### src/rtl/clb_cfg_pkg.sv
// Shared definitions for the CLB configuration loader: default geometry of
// one tile memory bank and the loader FSM state encoding.
package clb_cfg_pkg;

  localparam int unsigned ADDR_W_DEFAULT = 10;
  localparam int unsigned DATA_W_DEFAULT = 8;

  typedef enum logic [1:0] {
    IDLE,
    LOAD,
    SHIFT,
    FIN
  } state_t;

endpackage

### src/rtl/clb_config_loader.sv
// Streams a bitstream LSB-first into a CLB tile config memory bank,
// one bit write per cycle, from address 0 up to num_bits-1.
module clb_config_loader
  import clb_cfg_pkg::*;
#(
  parameter int unsigned ADDR_W = ADDR_W_DEFAULT,
  parameter int unsigned DATA_W = DATA_W_DEFAULT
) (
  input  logic              clk,
  input  logic              reset,
  input  logic              start,
  input  logic              abort,
  input  logic [ADDR_W:0]   num_bits,
  input  logic [DATA_W-1:0] s_data,
  input  logic              s_valid,
  output logic              s_ready,
  output logic              enable,
  output logic [ADDR_W-1:0] address,
  output logic              data_in,
  output logic              busy,
  output logic              done,
  output logic              err
);

  localparam int unsigned     IDX_W    = (DATA_W > 1) ? $clog2(DATA_W) : 1;
  localparam logic [IDX_W-1:0] LAST_IDX = IDX_W'(DATA_W - 1);
  localparam logic [ADDR_W:0]  ONE_BIT  = (ADDR_W + 1)'(1);

  state_t              state;
  state_t              state_nx;
  logic [ADDR_W-1:0]   counter;
  logic [ADDR_W:0]     remaining;
  logic [IDX_W-1:0]    bit_idx;
  logic [DATA_W-1:0]   shift_reg;
  logic                err_q;
  logic                nb_ok;
  logic                last_bit;
  logic                wr_fire;

  // Legal lengths are 1..2^ADDR_W: nonzero, and MSB set only with zero low bits.
  assign nb_ok    = (num_bits != '0) && !(num_bits[ADDR_W] && (|num_bits[ADDR_W-1:0]));
  assign last_bit = (remaining == ONE_BIT);

  always_ff @(posedge clk) begin
    if (!reset) state <= IDLE;
    else        state <= state_nx;
  end

  always_comb begin
    state_nx = state;
    case (state)
      IDLE:  if (start && nb_ok) state_nx = LOAD;
      LOAD: begin
        if (abort)        state_nx = IDLE;
        else if (s_valid) state_nx = SHIFT;
      end
      SHIFT: begin
        if (abort)                    state_nx = IDLE;
        else if (last_bit)            state_nx = FIN;
        else if (bit_idx == LAST_IDX) state_nx = LOAD;
      end
      FIN:     state_nx = IDLE;
      default: state_nx = IDLE;
    endcase
  end

  // Abort gates the current write, except the final one which is let through.
  always_comb begin
    wr_fire = (state == SHIFT) && (!abort || last_bit);
    s_ready = (state == LOAD);
    busy    = (state == LOAD) || (state == SHIFT);
    done    = (state == FIN);
    enable  = wr_fire;
    address = wr_fire ? counter : '0;
    data_in = wr_fire && shift_reg[bit_idx];
    err     = err_q;
  end

  always_ff @(posedge clk) begin
    if (!reset) begin
      counter   <= '0;
      remaining <= '0;
      bit_idx   <= '0;
      shift_reg <= '0;
      err_q     <= 1'b0;
    end else begin
      case (state)
        IDLE: begin
          if (start) begin
            if (nb_ok) begin
              counter   <= '0;
              remaining <= num_bits;
              err_q     <= 1'b0;
            end else begin
              err_q <= 1'b1;
            end
          end
        end
        LOAD: begin
          if (abort) begin
            err_q <= 1'b1;
          end else if (s_valid) begin
            shift_reg <= s_data;
            bit_idx   <= '0;
          end
        end
        SHIFT: begin
          if (abort) begin
            err_q <= 1'b1;
          end else begin
            remaining <= remaining - ONE_BIT;
            bit_idx   <= bit_idx + IDX_W'(1);
            // Hold the counter on the last write so it never wraps past 2^ADDR_W-1.
            if (!last_bit) counter <= counter + ADDR_W'(1);
          end
        end
        default: ;
      endcase
    end
  end

endmodule

### config.mk
export PLATFORM = sky130hd
export DESIGN_NAME = clb_config_loader
export DESIGN_NICKNAME = d
export VERILOG_FILES = /design/src/rtl/clb_cfg_pkg.sv /design/src/rtl/clb_config_loader.sv
export SDC_FILE = /design/constraint.sdc
export NUM_CORES = 1
export LEC_CHECK = 0
export BUFFER_PORTS_ARGS = -buffer_cell sky130_fd_sc_hd__buf_2
export CORE_UTILIZATION = 50
export DETAILED_ROUTE_END_ITERATION = 10
export PLACE_DENSITY_LB_ADDON = 0.08
export SKIP_CTS_REPAIR_TIMING = 1
export SYNTH_ARGS = -nofsm -noshare
export SYNTH_HDL_FRONTEND = slang
export SYNTH_SLANG_ARGS = --single-unit
export TNS_END_PERCENT = 5
### constraint.sdc
create_clock -name clk -period 1.8 [get_ports clk]
set_input_delay 0.27 -clock clk [delete_from_list [all_inputs] [get_ports clk]]
set_output_delay 0.27 -clock clk [all_outputs]
set_load 0.02 [all_outputs]
# Word-level counts from Yosys, hierarchy flattened
# Cells that the tools add are included.
[op_classes]
addsub = 3
order_cmp = 1
n_eq_ne = 15
mux = 27
n_bitwise = 1
reduce_logical = 22
[ops]
columns = ["cell", "count"]
rows = [
  ["10-bit 2-to-1 mux", 5],
  ["11-bit 2-to-1 mux", 3],
  ["11-bit one-hot mux with 2 select lines", 1],
  ["10-bit one-hot mux with 2 select lines", 1],
  ["2-bit inequality test, second input constant", 7],
  ["2-bit 2-to-1 mux", 6],
  ["11-bit by 1-bit equality test with 1-bit output, second input constant", 1],
  ["11-bit nonzero test", 1],
  ["11-bit by 1-bit subtractor with 11-bit output, second input constant", 1],
  ["10-bit by 1-bit adder with 10-bit output, second input constant", 1],
  ["10-bit OR reduction", 1],
  ["3-bit 2-to-1 mux", 3],
  ["3-bit AND reduction", 3],
  ["2-bit one-hot mux with 4 select lines", 1],
  ["4-bit AND reduction", 2],
  ["3-bit one-hot mux with 2 select lines", 1],
  ["2-bit nonzero test", 3],
  ["1-bit logical AND", 5],
  ["5-bit AND reduction", 1],
  ["2-bit equality test, second input constant", 2],
  ["3-bit by 4-bit < comparator with 1-bit output, second input constant", 1],
  ["1-bit 2-to-1 mux", 4],
  ["4-bit inequality test, second input constant", 1],
  ["3-bit by 1-bit adder with 3-bit output, second input constant", 1],
  ["11 further kinds", 13],
]
[totals]
regBits = 35
out_inout_bits = 16

# Depth between registers and ports, before layout
[logic_depth]
ltp_word = 7
mapped_depth = 9
mapped_depth_nobuf = 7

# Least setup slack after synthesis
# OpenSTA, ideal clock, no wires.
[synth_timing]
path_type = "reg2out"
startpoint = "register remaining[0]"
endpoint = "output port address[0]"
t_arrival_ps = 1790
slack_ps = -260
stages_incl_launch_ff = 7
path_buffers = 1
path_cell_list = "dfxtp_1 ha_1 nor4b_2 nand3_1 a21oi_1 clkbuf_1 and2_1"
[synth_via]
elab_chain_cells = 4
[synth_rtl]
columns = ["item", "line", "text"]
rows = [
  ["start: declaration", "clb_config_loader.sv:32", "logic [ADDR_W:0] remaining;"],
  ["start signal: assignment", "clb_config_loader.sv:92", "remaining <= num_bits;"],
  ["start signal: assignment", "clb_config_loader.sv:111", "remaining <= remaining - ONE_BIT;"],
  ["11-bit by 1-bit equality test with 1-bit output", "clb_config_loader.sv:42", "assign last_bit = (remaining == ONE_BIT);"],
  ["1-bit logical OR", "clb_config_loader.sv:69", "wr_fire = (state == SHIFT) && (!abort || last_bit);"],
  ["1-bit logical AND", "clb_config_loader.sv:69", ""],
  ["net enable", "clb_config_loader.sv:17", "output logic enable,"],
  ["10-bit 2-to-1 mux", "clb_config_loader.sv:74", "address = wr_fire ? counter : '0;"],
  ["end: declaration", "clb_config_loader.sv:18", "output logic [ADDR_W-1:0] address,"],
]
# The timed path passes the listed nets, and every way through them passes these cells.

# Worst setup path in the final report
[layout_timing]
startpoint = "register remaining[1]"
endpoint = "output port address[0]"
[layout_via]
elab_chain_cells = 4
[layout_rtl]
columns = ["item", "line"]
rows = [
  ["11-bit by 1-bit equality test with 1-bit output", "clb_config_loader.sv:42"],
  ["1-bit logical OR", "clb_config_loader.sv:69"],
  ["1-bit logical AND", "clb_config_loader.sv:69"],
  ["10-bit 2-to-1 mux", "clb_config_loader.sv:74"],
]
# No other way between the ends.

==> impl_results.md <==
- Commonest cells in the netlist: nand2_1, dfxtp_1, a21oi_1, nand3_1, clkbuf_1
- Fin area: 3010 um^2
- Drt initial violations: 210
- Io pins: 40
- FP Rows: 23
- Die Wd: 67.9 um
- Area growth from synthesis to layout: 38.4%
- Largest net degree at the start of global routing: 24
- Slew margin rel.: 76.9%
- Synth unique cells: 46
- DRT Pass-1 Iters: 5
- Worst slew pin tran: 0.345 ns
- Share of the synthesized area in the top cell type: 32.3%
- Worst Path Required: 1.53 ns
- Vias in the first global route: 2067
- Gr ovfl total: 0
- Max reg flops: 11
- Initial antenna violation count: 0
- Chip Height: 67.9 um
- # H-tree levels: 2
- Fmax: 488 MHz
- Via total after detailed routing: 2355
- Outcome: complete, but fails checks
- Worst Path Max Fanout: 6
- Peak supply drop: 568 uV
- Leading area contributor after synthesis: dfxtp_1
- Total Nets Final: around 390
- Number of synthesized flops with an enable pin: 0
- Dominant synthesized flop cell: dfxtp_1
- Synth Warn #: 0
- Core Area: 4090 um^2
- Critical path launch point type: flip-flop
- Register area share after synthesis: 32.3%
- CTS clk-pin slew, worst paths: 0.07 ns
- Violated checks: setup timing
- Synth async-reset ratio: 0%
- CTS tree: done
- Mean post-synth cell area: 7.87 um^2
- Mapped Nets: 309
- GRT Overall Usage: around a quarter
- DP Worst Slack: -0.139 ns
- Pwr Total: 0.00220 W
- CTS root buffer: clkbuf_8
- CTS Buffer Depth: 2
- Global-route wire length before repair: 9020 um
- DRT Wirelength: between 5000 and 6000 um
- Skew final: 0.0106 ns
- Share of cells above drive strength 1: 38.1%
- Clock sink count: 35
- Cell area power density: between 700 and 800 nW/um^2
- Post-DR wirelength/cell: 14.7 um
- #FFs+latches synth: 35
- Top cells by area, synth: dfxtp_1, a21oi_1, nand2_1
- Unrepaired setup endpoints after global routing: true
- Final Setup Violations: 14
- Syn Inst Count: 276
- Post-DP HPWL: approximately 4200 um
- Routability cong.: about 0.84
- Min Tclk post-route: 2.05 ns
- Clk_lat worst skew: approximately 0.3 ns
- Number of buffers created by CTS: 5
- Cell Area, Placed: approximately 2700 um^2
- Final Max Tran Viols: 0
- Top-count cell post-synth: nand2_1
- Final ANT Viol Nets: 0
- Initial Util: 53.2%
- # DRC: 0
- Tcrit/Tclk final: 114%
- Final worst slack: -0.248 ns
- Ant diodes: 0
- Count of final hold-check violations: 0
- Endpoint class of the critical path: output port
- Crit path kind: flip-flop to output port
- Crit path DAT: approximately 1.8 ns
- Max_cap viols: 0
- Vias per cell: 5.83
- Cell leakage power: about 1.2 nW
- Synthesized area: 2170 um^2
- PortBufs: 39
- Die ar.: 4610 um^2
- Worst hold path type: input port to flip-flop
cells in the final DEF, fill, tap and decap left out, types with 3 or more instances in the layout:
cell      count
buf_4        45
nand2_1      37
a21oi_1      31
dfxtp_1      30
buf_2        27
nand3_1      15
buf_6        15
nor2_1       12
inv_1        10
or3_1         9
o22ai_1       8
and2_4        7
nand2b_1      7
a31oi_1       6
o21ai_0       6
o32ai_1       5
ha_1          5
dfxtp_2       5
clkbuf_8      5
o21ai_1       4
o211ai_1      4
nor2b_1       4
nor3_1        3
and2_2        3
and3_1        3
ha_2          3
logic make-up after synthesis:
kind of cell               after synthesis  share of synthesized area [%]
AOI/OAI and AO/OA                       82                           24.7
xor gates and xnor gates                 1                          0.403
adders and majority gates                9                           5.18
buffers and inverters                   28                           5.07
DFF                                     35                           32.3
muxes                                    4                           3.00
and+or+nand+nor                        117                           29.4
where the power goes:
group / total [W] / switching [W] / internal (W)
Combinational: 0.000754 / 0.000393 / 0.000361
Sequential: 0.000864 / 0.0000386 / 0.000826
Clock: 0.000585 / 0.000316 / 0.000269
routing by layer:
metal	vias to the layer above	routed length (um)	GRT usage (%)	part of all wire, %
li1	1163	-	-	-
met5	-	0	0	0
met3	12	222	4.00	3.7
met4	0	106	9.38	1.8
met2	61	2910	44.1	49
met1	1119	2720	33.8	46
path summary, 6_finish.rpt:
kind / slack, ns / from / to / cells after the start
setup / recovery: -0.25 / remaining[1]$_SDFFE_PN0P_ / address[0] / 8
hold / removal: 0.21 / start / err$_SDFFE_PN0P_ / 2
setup reg to reg: -0.06 / remaining[1]$_SDFFE_PN0P_ / state[0]$_SDFFE_PN0P_ / 8
hold reg to reg: 0.46 / shift_reg[2]$_SDFFE_PN0P_ / shift_reg[2]$_SDFFE_PN0P_ / 2
cell type report:
class,instances,area [um^2]
Clock buffer,5,68.8
Clock inverter,3,20.0
Multi-Input combinational cell,213,1460
Fill cell,328,1080
Tap cell,50,62.6
Timing Repair Buffer,87,642
Sequential cell,35,707
Inverter,11,41.3
stage by stage:
stage / setup TNS (ns) / util (%) / cells / hold WS, ns
after CTS: -5.86 / 68.8 / 401 / 0.197
after global routing: -4.68 / 73.5 / 404 / 0.214
after floorplan: -0.0411 / - / 276 / 0.371
final: -2.83 / 73.5 / 404 / 0.207
after detailed placement: -1.51 / 66.6 / 393 / 0.447
after global placement: -1.05 / 66.6 / 393 / 0.442
worst max-delay path, cell delays in order (launching register included):
cell,delay [ns]
dfxtp_2,0.33
inv_2,0.07
ha_4,0.12
nor4b_4,0.22
nand3_2,0.14
a21oi_4,0.21
buf_6,0.15
and2_4,0.14
buf_6,0.11
(Power assumes the default switching activity.)
